File: src/rtl/fetch_queue.sv
// fetch_queue: PC holder and instruction-memory requester with a DEPTH-entry
// instruction/PC buffer toward decode. Credits (buffered + in-flight) bound the
// number of outstanding requests, so the buffer can never overflow. A redirect
// empties the buffer and marks every in-flight response for discard.
module fetch_queue #(
  parameter int unsigned    N        = 64,
  parameter int unsigned    IW       = 32,
  parameter int unsigned    DEPTH    = 4,
  parameter logic [N-1:0]   RESET_PC = '0
) (
  input  logic                     clk,
  input  logic                     reset,
  input  logic [N-1:0]             PCBranch_F,
  input  logic                     PCSrc_F,
  output logic                     imem_req_valid,
  input  logic                     imem_req_ready,
  output logic [N-1:0]             imem_addr_F,
  input  logic                     imem_rsp_valid,
  input  logic [IW-1:0]            imem_rsp_data,
  output logic                     instr_valid_D,
  input  logic                     instr_ready_D,
  output logic [IW-1:0]            instr_D,
  output logic [N-1:0]             pc_D,
  output logic [$clog2(DEPTH):0]   occupancy
);

  localparam int unsigned AW = $clog2(DEPTH);
  localparam int unsigned CW = AW + 1;
  localparam int unsigned SW = CW + 1;
  localparam logic [N-1:0] PC_INC = N'(IW / 8);

  logic [N-1:0]  pc_q, pc_d;
  logic [N-1:0]  rsp_pc_q, rsp_pc_d;
  logic [CW-1:0] occ_q, occ_d;
  logic [CW-1:0] outst_q, outst_d;
  logic [CW-1:0] drop_q, drop_d;
  logic [AW-1:0] head_q, head_d;
  logic [AW-1:0] tail_q, tail_d;

  logic [IW-1:0] data_mem_q [DEPTH];
  logic [N-1:0]  pc_mem_q   [DEPTH];

  logic credit_ok;
  logic req_hs;
  logic rsp_ok;
  logic rsp_drop;
  logic push;
  logic pop;

  // Handshake qualification: credit check, response accept/discard, dequeue.
  always_comb begin
    credit_ok      = (SW'(occ_q) + SW'(outst_q)) < SW'(DEPTH);
    imem_req_valid = reset & ~PCSrc_F & credit_ok;
    req_hs         = imem_req_valid & imem_req_ready;
    // A response with nothing outstanding is a protocol violation and is ignored.
    rsp_ok         = imem_rsp_valid & (outst_q != '0);
    rsp_drop       = rsp_ok & ((drop_q != '0) | PCSrc_F);
    push           = rsp_ok & ~rsp_drop;
    instr_valid_D  = (occ_q != '0) & ~PCSrc_F;
    pop            = instr_valid_D & instr_ready_D;
  end

  // Next-state for PC, response-PC, credit counters and buffer pointers.
  always_comb begin
    pc_d     = pc_q;
    rsp_pc_d = rsp_pc_q;
    occ_d    = occ_q;
    outst_d  = outst_q + CW'(req_hs) - CW'(rsp_ok);
    drop_d   = drop_q;
    head_d   = head_q;
    tail_d   = tail_q;

    if (PCSrc_F) begin
      pc_d     = PCBranch_F;
      rsp_pc_d = PCBranch_F;
      occ_d    = '0;
      head_d   = '0;
      tail_d   = '0;
      // Everything still in flight after this cycle belongs to the old stream.
      drop_d   = outst_q - CW'(rsp_ok);
    end else begin
      if (req_hs) begin
        pc_d = pc_q + PC_INC;
      end
      if (rsp_drop) begin
        drop_d = drop_q - CW'(1);
      end
      if (push) begin
        rsp_pc_d = rsp_pc_q + PC_INC;
        tail_d   = tail_q + AW'(1);
      end
      if (pop) begin
        head_d = head_q + AW'(1);
      end
      occ_d = occ_q + CW'(push) - CW'(pop);
    end
  end

  // Control state registers.
  always_ff @(posedge clk or negedge reset) begin
    if (!reset) begin
      pc_q     <= RESET_PC;
      rsp_pc_q <= RESET_PC;
      occ_q    <= '0;
      outst_q  <= '0;
      drop_q   <= '0;
      head_q   <= '0;
      tail_q   <= '0;
    end else begin
      pc_q     <= pc_d;
      rsp_pc_q <= rsp_pc_d;
      occ_q    <= occ_d;
      outst_q  <= outst_d;
      drop_q   <= drop_d;
      head_q   <= head_d;
      tail_q   <= tail_d;
    end
  end

  // Buffer storage; contents are only meaningful while counted by occupancy.
  always_ff @(posedge clk) begin
    if (push) begin
      data_mem_q[tail_q] <= imem_rsp_data;
      pc_mem_q[tail_q]   <= rsp_pc_q;
    end
  end

  assign imem_addr_F = pc_q;
  assign instr_D     = data_mem_q[head_q];
  assign pc_D        = pc_mem_q[head_q];
  assign occupancy   = occ_q;

  // Memory must never return more responses than were requested.
  rsp_credit_a: assert property (@(posedge clk) disable iff (!reset)
    imem_rsp_valid |-> (outst_q != '0));

endmodule

File: config.mk
export PLATFORM = sky130hd
export DESIGN_NAME = fetch_queue
export DESIGN_NICKNAME = d
export VERILOG_FILES = /design/src/rtl/fetch_queue.sv
export SDC_FILE = /design/constraint.sdc
export NUM_CORES = 1
export LEC_CHECK = 0
export BUFFER_PORTS_ARGS = -buffer_cell sky130_fd_sc_hd__buf_2
export CAP_MARGIN = 20
export CORE_MARGIN = 10
export CORE_UTILIZATION = 58
export CTS_CLUSTER_DIAMETER = 150
export CTS_CLUSTER_SIZE = 40
export DETAILED_ROUTE_END_ITERATION = 7
export MAX_ROUTING_LAYER = met4
export PLACE_DENSITY = 0.83
export SLEW_MARGIN = 20
export SYNTH_ARGS = -nofsm -noshare
export SYNTH_HDL_FRONTEND = slang
export SYNTH_SLANG_ARGS = --single-unit
File: constraint.sdc
create_clock -name clk -period 5.7 [get_ports clk]
set_clock_uncertainty 0.2 [all_clocks]
set_input_delay 0.57 -clock clk [delete_from_list [all_inputs] [get_ports clk]]
set_output_delay 0.57 -clock clk [all_outputs]
set_load 0.1 [all_outputs]
Word-level counts from Yosys, hierarchy flattened:

Memory sizes are Yosys's and may differ from the RTL's.
Cells that the tools add are included.

* multiplexer cells: 13
* bitwise gates (word level): 11
* add/subtract/negate cells: 11
* magnitude comparators: 1
* reduce and logical (&&, ||, !) cells: 7

Operators with widths (number)
* $mux W64: 4
* $add A64 B3 Y64 const B: 2
* $mux W3: 3
* $reduce_bool A3 Y1: 3
* $sub A3 B1 Y3: 3
* $and A1 B1 Y1: 8
* $mux W2: 4
* $reduce_bool A2 Y1: 4
* $add A3 B1 Y3: 2
* $add A2 B1 Y2 const B: 2
* $add A3 B3 Y4: 1
* $lt A4 B3 Y1 const B: 1
* $sub A3 B1 Y3 const B: 1
* $mux W1: 2
* $not A1 Y1: 2
* $or A1 B1 Y1: 1

* register bits after elaboration: 141
* memories: 2
* RAM bits: 384

Memories
* pc_mem_q: depth 4, width 64, rd ports 1, clocked after memory_dff 0, write ports 1, RTL line 41 `logic [N-1:0] pc_mem_q [DEPTH];`
* data_mem_q: depth 4, width 32, rd ports 1, clocked after memory_dff 0, write ports 1, RTL line 40 `logic [IW-1:0] data_mem_q [DEPTH];`

Longest topological paths before layout:

Gate-level depths: netlist of run 1.

* word-level depth: 8
* mapped depth: 13

Worst setup path before layout of run 1:

OpenSTA, ideal clock, no wires.

* kind: input-to-reg
* start: input port imem_rsp_valid
* end: memory data_mem_q[0][0], enable pin
* required time: 5034 ps
* library setup time: 466 ps
* arrival: 3669 ps
* path slack: 1365 ps
* stages: 4
* cell sequence: o31ai_2 > nor3_1 > clkbuf_1 > and2_1

* longest elaborated chain between the ends: 6

Ends and longest elaborated chain
* start: declaration: RTL line 18 `input logic imem_rsp_valid,`
* $and A1 B1 Y1 (*): RTL line 56 `rsp_ok = imem_rsp_valid & (outst_q != '0);`
* $and A1 B1 Y1: RTL line 57 `rsp_drop = rsp_ok & ((drop_q != '0) | PCSrc_F);`
* $not A1 Y1: RTL line 58 `push = rsp_ok & ~rsp_drop;`
* $and A1 B1 Y1 (*): RTL line 58
* $mux W1 (*): RTL line 122 `if (push) begin`
* $mux W1 (not written as such) (*): RTL line 123 `data_mem_q[tail_q] <= imem_rsp_data;`
* end: declaration: RTL line 40

Every way passes the cells marked *; elsewhere a longest branch is shown, timed or not.

Worst setup path after layout of run 1:

* start: register head_q[0]
* end: output port pc_D[18]

* longest elaborated chain between the ends: 1

Ends and longest elaborated chain
* start: declaration: RTL line 37 `logic [AW-1:0] head_q, head_d;`
* start signal: assignment: RTL line 107 `head_q <= '0;`
* start signal: assignment: RTL line 115 `head_q <= head_d;`
* $mem_v2 Z4 W64
* end: declaration: RTL line 23 `output logic [N-1:0] pc_D,`

No other way between the ends.

==> results of run 1 <==
[sequential cells by signal, summed over array words and instances (netlist names)]
signal and flops:
data_mem_q 128, drop_q 3, head_q 2, imem_addr_F 64, occupancy 3, outst_q 3, pc_mem_q 256, rsp_pc_q 64
tail_q 2
[worst max-delay path by stage]
stage / depth (start not counted) / start / end / slack (ns)
floorplan: 4 / imem_rsp_valid / data_mem_q[0][0] / 1.37
global placement: 11 / reset / outst_q[2] / 2.17
detailed placement: 11 / reset / outst_q[2] / 2.13
CTS: 3 / head_q[0] / pc_D[45] / 2.05
global route: 10 / reset / imem_addr_F[40] / 1.89
finish: 3 / head_q[0] / pc_D[18] / 2.15
[layout make-up]
class	count	area, um^2
Sequential cell	525	15100
Fill cell	2796	13500
Multi-Input combinational cell	895	7160
Timing Repair Buffer	291	1550
Tap cell	518	648
Clock buffer	28	467
Inverter	32	120
Clock inverter	1	30.0
Antenna cell	5	12.5
[critical path: cells and delay by family, from the launching register on]
family / cells / cell delay [ns]
buf+inv: 2 / 1.01
mux: 1 / 0.65
flops: 1 / 0.44
[metrics by stage]
stage / total power, mW / util [%] / instance area (um^2)
finish: 10.0 / 65.0 / 25000
detailed placement: 8.42 / 63.6 / 24500
global placement: 8.37 / 63.6 / 24500
floorplan: 7.67 / - / 22600
CTS: 10.0 / 64.9 / 25000
global route: 10.3 / 65.0 / 25000
[cell usage after synthesis, types with 16 or more instances]
library cell  count  area, um^2
and2_1           24         150
nand2_1         122         458
clkbuf_1         53         199
dfrtp_1         141        3530
nor3_1           27         135
mux2_2           16         180
xor2_1           19         166
edfxtp_1        384       11500
nand3_1          96         480
a31oi_1          30         188
ha_1             16         200
or3_1            25         156
and3_1           17         106
o211ai_1         44         330
nor4_1           32         200
nand4_1          76         475
inv_1            31         116
or4_1            23         173
nor2_1           51         191
o21ai_0          53         265
xnor2_1          25         219
mux4_2           96        2160
[per-layer routing]
metal,wire (um),share of wire (%)
met5,0,0
met4,1650,2.7
met3,6160,10
met2,28300,46
met1,24800,41
[power groups by stage]
stage,Combinational (mW),Clock (mW),Sequential (mW)
after floorplan,2.52,0,5.14
after CTS,3.69,1.69,4.66
after global placement,3.65,0,4.72
after detailed placement,3.68,0,4.74
final,3.66,1.67,4.67
after global routing,3.83,1.81,4.70
[logic make-up after synthesis]
family | synth area share [%]
flops | 66.7
fa+ha+maj | 1.06
compound gates | 5.46
xor+xnor | 1.71
buf+inv | 1.67
mux | 10.7
simple gates | 12.7
==> run_results.csv, run 1 <==
group,metric,value,unit
power_and_ir_drop,seqPwrFrac,46.7,%
timing,worstMarginPinSlew,0.995,ns
cells_and_area,drive_above_1_share,25.2,%
setup_path,criticalPathCategory,"reg -> out",
setup_path,cp_slowest_cell,"buf_4",
die,dieArea,47200,um^2
run,drv_cap,0,
power_and_ir_drop,pwr-share-comb,36.6,%
logic_synthesis,synth.cell_area,22600,um^2
cts,cts_sinks,525,
power_and_ir_drop,p_leak,8.63,nW
setup_path,worstRegToRegCells,7,
timing,holdWs,0.0314,ns
power_and_ir_drop,pwr-share-clk,16.7,%
setup_path,path_cells,"buf_4, mux4_2, buf_2",
cts,cts_buffers,17,
cts,cts_root_buffer,"clkbuf_16",
global_route,grt_pass1_wl,93400,um
drt,drt_iter0_markers,2295,
drt,vias,15339,
power_and_ir_drop,ir_worst_vdd,0.346,mV
logic_synthesis,ys.warnings.count,0,
place,place_ws,2.13,ns
logic_synthesis,yosysSeqAreaShare,66.7,%
cts,cts.clk_slew.worst_paths,0.15,ns
die,rows,72,
timing,hold_violations,0,
setup_path,cp-start-kind,"flop",
drt,wl,60800,um
power_and_ir_drop,power_density,399,nW/um^2
global_route,grt_use_total,26.2,%
logic_synthesis,synth_enable_flop_cells,384,
cells_and_area,mostFrequentLayoutCell,"edfxtp_1",
logic_synthesis,synth-seq-cells,525,
global_route,use_met2,39.4,%
cells_and_area,final_cell_mix,"384 x edfxtp_1, 264 x buf_2, 139 x dfrtp_1",
die,core,38600,um^2
cts,clock_latency,0.55,ns
setup_path,r2r_start,"rsp_pc_q[3]",
power_and_ir_drop,swShare,42.7,%
power_and_ir_drop,internal-power,5.73,mW
cts,cts_buffer_depth,3,
timing,finalCritPeriodShare,62.4,%
global_route,grt_pass1_vias,14931,
cells_and_area,fin_cells,2295,
power_and_ir_drop,power.switching,4.28,mW
timing,max_slew_margin,33.7,%
global_route,grt_max_degree,89,
setup_path,cp.required,4.93,ns
setup_path,cp.arrival,2.78,ns
setup_path,cp_max_fo,49,
cts,post_cts_buffers,0,
drt,drtAntennaViolNets,0,
setup_path,r2r_setup_slack,2.44,ns
global_route,overflow,0,
cts,cts_resized,0,
place,placed_cells,2260,
drt,viasPerCell,6.68,
die,num_io_pins,267,
cells_and_area,syn_to_final_growth,10.9,%
timing,final_max_slew_viol_count,0,
drt,routedWlPerCell,26.5,um
place,port_buffers,266,
setup_path,r2r_end,"rsp_pc_q[60]",
setup_path,crit_path_max_incr_delay,0.69,ns
place,place_congestion,0.984,
worst_hold_path,whs_path_depth,1,
logic_synthesis,yosys.cell_types.count,61,
die,chipWidth,217,um
worst_hold_path,worstHoldStart,"imem_rsp_data[29]",
place,dp_hpwl,42600,um
timing,max_freq,281,MHz
logic_synthesis,syn_area_per_cell,14.9,um^2
logic_synthesis,syn_inst,1520,
logic_synthesis,synth-main-ff-cell,"edfxtp_1",
logic_synthesis,synth_nets,1640,
cts,cts.htree.levels,1,
cells_and_area,fin_nets,1882,
global_route,grt_antenna_before_repair,4,
timing,setup_slack,2.15,ns
global_route,top_usage_layer,"met2",
die,start_util,58.6,%
global_route,use_met3,5.01,%
die,die_h,217,um
drt,drc,0,
timing,layout_min_cycle_time,3.55,ns
cts,cts_tree,"yes",
run_status,outcome,"completed",
worst_hold_path,hp-class,"in -> reg",
timing,rsz0062_at_grt,"false",
setup_path,critPathCaptureType,"output port",
timing,timing.setup.tns,0,ns
global_route,grt_use_met1,36.8,%
logic_synthesis,async_reset_ff_share,26.9,%
timing,setup_viol,0,
worst_hold_path,hold_end,"data_mem_q[1][29]",
cts,hold_buffers,1,
drt,dr.pass1.iters,8,
(Power assumes the default switching activity.)
==> inputs of run 2 (changes only) <==
- clock period: 5.7 -> 3.3 ns (I/O delays scaled with it)
==> run 2 against run 1 <==
Compared with the run above: die area is the same; global-route usage is 1.1 points higher; sequential cell count unchanged; clock power increased by 72%; clock-buffer cell count is the same; wire length grew 4.7%; largest cell class unchanged; cell count grew 5.3%; hold slack lost 0.0045 ns; worst setup slack got worse by 1.9 ns; critical path type is now reg -> reg; register-to-register slack lost 2.1 ns.
==> run_results.csv, run 2 (same netlist as run 1, synthesis figures left out) <==
group,metric,value,unit
setup_path,cp_max_fo,51,
die,core,38600,um^2
die,die_h,217,um
power_and_ir_drop,pwr-share-clk,16.5,%
drt,drt_iter0_markers,1869,
cts,cts_sinks,525,
timing,final_max_slew_viol_count,0,
cells_and_area,final_cell_mix,"384 x edfxtp_1, 264 x buf_2, 136 x dfrtp_1",
power_and_ir_drop,pwr-share-comb,37.5,%
drt,drc,0,
power_and_ir_drop,p_leak,9.21,nW
timing,layout_min_cycle_time,3.01,ns
setup_path,r2r_setup_slack,0.29,ns
power_and_ir_drop,seqPwrFrac,46.1,%
setup_path,critical_path.top_delay_family,"buffers and inverters",
die,start_util,58.6,%
run_status,outcome,"completed",
global_route,grt_use_met1,37.1,%
global_route,grt_use_total,27.3,%
place,dp_hpwl,44200,um
cts,cts.htree.levels,1,
cells_and_area,largest_register_ffs,256,
timing,max_slew_margin,30.6,%
setup_path,cp-start-kind,"flop",
setup_path,startpoint,"occupancy[2]",
setup_path,crit_path_max_incr_delay,0.53,ns
power_and_ir_drop,internal-power,10.1,mW
die,rows,72,
setup_path,path_buf_inv,2,
global_route,use_met2,42.5,%
die,num_io_pins,267,
cts,cts.clk_slew.worst_paths,0.16,ns
place,place_congestion,0.966,
cells_and_area,syn_to_final_growth,16.8,%
drt,viasPerCell,6.58,
drt,vias,15895,
run,drv_cap,0,
cts,cts_buffer_depth,3,
cells_and_area,multiInputGateArea,7150,um^2
cts,clock_latency,0.56,ns
cells_and_area,largest-register,"pc_mem_q",
cts,cts_buffers,17,
global_route,grt_antenna_before_repair,1,
global_route,use_met3,4.12,%
drt,routedWlPerCell,26.4,um
drt,wl,63700,um
cells_and_area,drive_above_1_share,25.1,%
cells_and_area,seq_area,15100,um^2
power_and_ir_drop,power.switching,7.44,mW
cts,cts_root_buffer,"clkbuf_16",
place,port_buffers,266,
setup_path,cp.required,3.48,ns
setup_path,criticalPathCategory,"reg -> reg",
timing,hold_violations,0,
timing,holdWs,0.0269,ns
cts,cts_tree,"yes",
global_route,top_usage_layer,"met2",
timing,timing.setup.tns,0,ns
place,place_ws,0.402,ns
setup_path,critPathCaptureType,"flop",
setup_path,cp.arrival,3.19,ns
timing,setup_viol,0,
setup_path,cpMostUsedCell,"buf_4",
timing,setup_slack,0.293,ns
die,chipWidth,217,um
cts,cts_resized,0,
timing,max_freq,333,MHz
global_route,grt_max_degree,78,
global_route,overflow,0,
global_route,grt_pass1_vias,15712,
power_and_ir_drop,swShare,42.5,%
worst_hold_path,worstHoldStart,"PCBranch_F[49]",
cells_and_area,fin_nets,2007,
setup_path,cp_slowest_cell,"dfrtp_4",
worst_hold_path,hp-class,"in -> reg",
drt,dr.pass1.iters,5,
setup_path,r2r_start,"occupancy[2]",
timing,worstMarginPinSlew,1.04,ns
die,dieArea,47200,um^2
cells_and_area,fillCellCount,2692,
power_and_ir_drop,ir_worst_vdd,0.569,mV
cells_and_area,mostFrequentLayoutCell,"edfxtp_1",
global_route,grt_pass1_wl,96700,um
power_and_ir_drop,power_density,664,nW/um^2
drt,drtAntennaViolNets,0,
timing,rsz0062_at_grt,"false",
setup_path,path_cells,"ha_1, nor3_1, and4_1, buf_4, nor2_1, buf_4, a21o_1, a221o_1",
timing,finalCritPeriodShare,91.1,%
cells_and_area,reg.largest.list,"pc_mem_q: 256 flops, data_mem_q: 128 flops",
run 2: changes by cell type in the layout (fill, tap and decap cells not counted), sizes merged:
cell,before,now
buf,290,318
diode,5,1
dlygate4sd3,1,98
run 2: repair_timing:
item / in CTS / in global routing
hold endpoints to repair: 395 / 0
hold buffers: 98 / 0
endpoints found under the setup margin: 0 / 0
buffers inserted: 0 / 0
run 2: routing by layer:
layer / wire (um) / vias up
met3: 5970 / 121
met5: 0 / -
met4: 2010 / 0
met2: 30500 / 967
met1: 25300 / 8045
li1: - / 6762
run 2: final cells by class:
type                    count  share of cell area (%)
flip-flops and latches    525                    57.2
multi-input cells         895                    27.1
repair buffers            416                    10.9
well taps                 518                    2.46
clock buffers              28                    1.77
inverters                  32                   0.460
clock inverters             1                   0.114
diodes                      1                 0.00949
run 2: worst min-delay path: cells and delay by family:
kind / cells / cell delay [ns]
compound gates: 2 / 0.20
buf+inv: 1 / 0.08
simple gates: 1 / 0.14
run 2: final timing paths:
check                      cells after the start         endpoint
max                                            8  imem_addr_F[27]
min                                            4     rsp_pc_q[49]
max reg2reg                                    8  imem_addr_F[27]
min reg2reg                                    2   imem_addr_F[1]
max in group asynchronous                      3        head_q[0]
min in group asynchronous                      3  imem_addr_F[36]
run 2: power by group through the flow:
stage	logic (mW)	clock network, mW	registers, mW
2_1_floorplan	4.36	0	8.88
3_3_place_gp	6.41	0	8.14
3_5_place_dp	6.49	0	8.18
4_1_cts	6.59	2.91	8.04
5_1_grt	6.83	3.13	8.11
6_report	6.56	2.88	8.06
run 2: per-stage QoR:
step	cells	util (%)	instance area, um^2	total power [mW]
6_report	2416	68.4	26400	17.5
3_3_place_gp	2288	64.5	24900	14.5
5_1_grt	2416	68.4	26400	18.1
2_1_floorplan	1520	-	22600	13.2
4_1_cts	2415	68.4	26400	17.5
3_5_place_dp	2288	64.5	24900	14.7
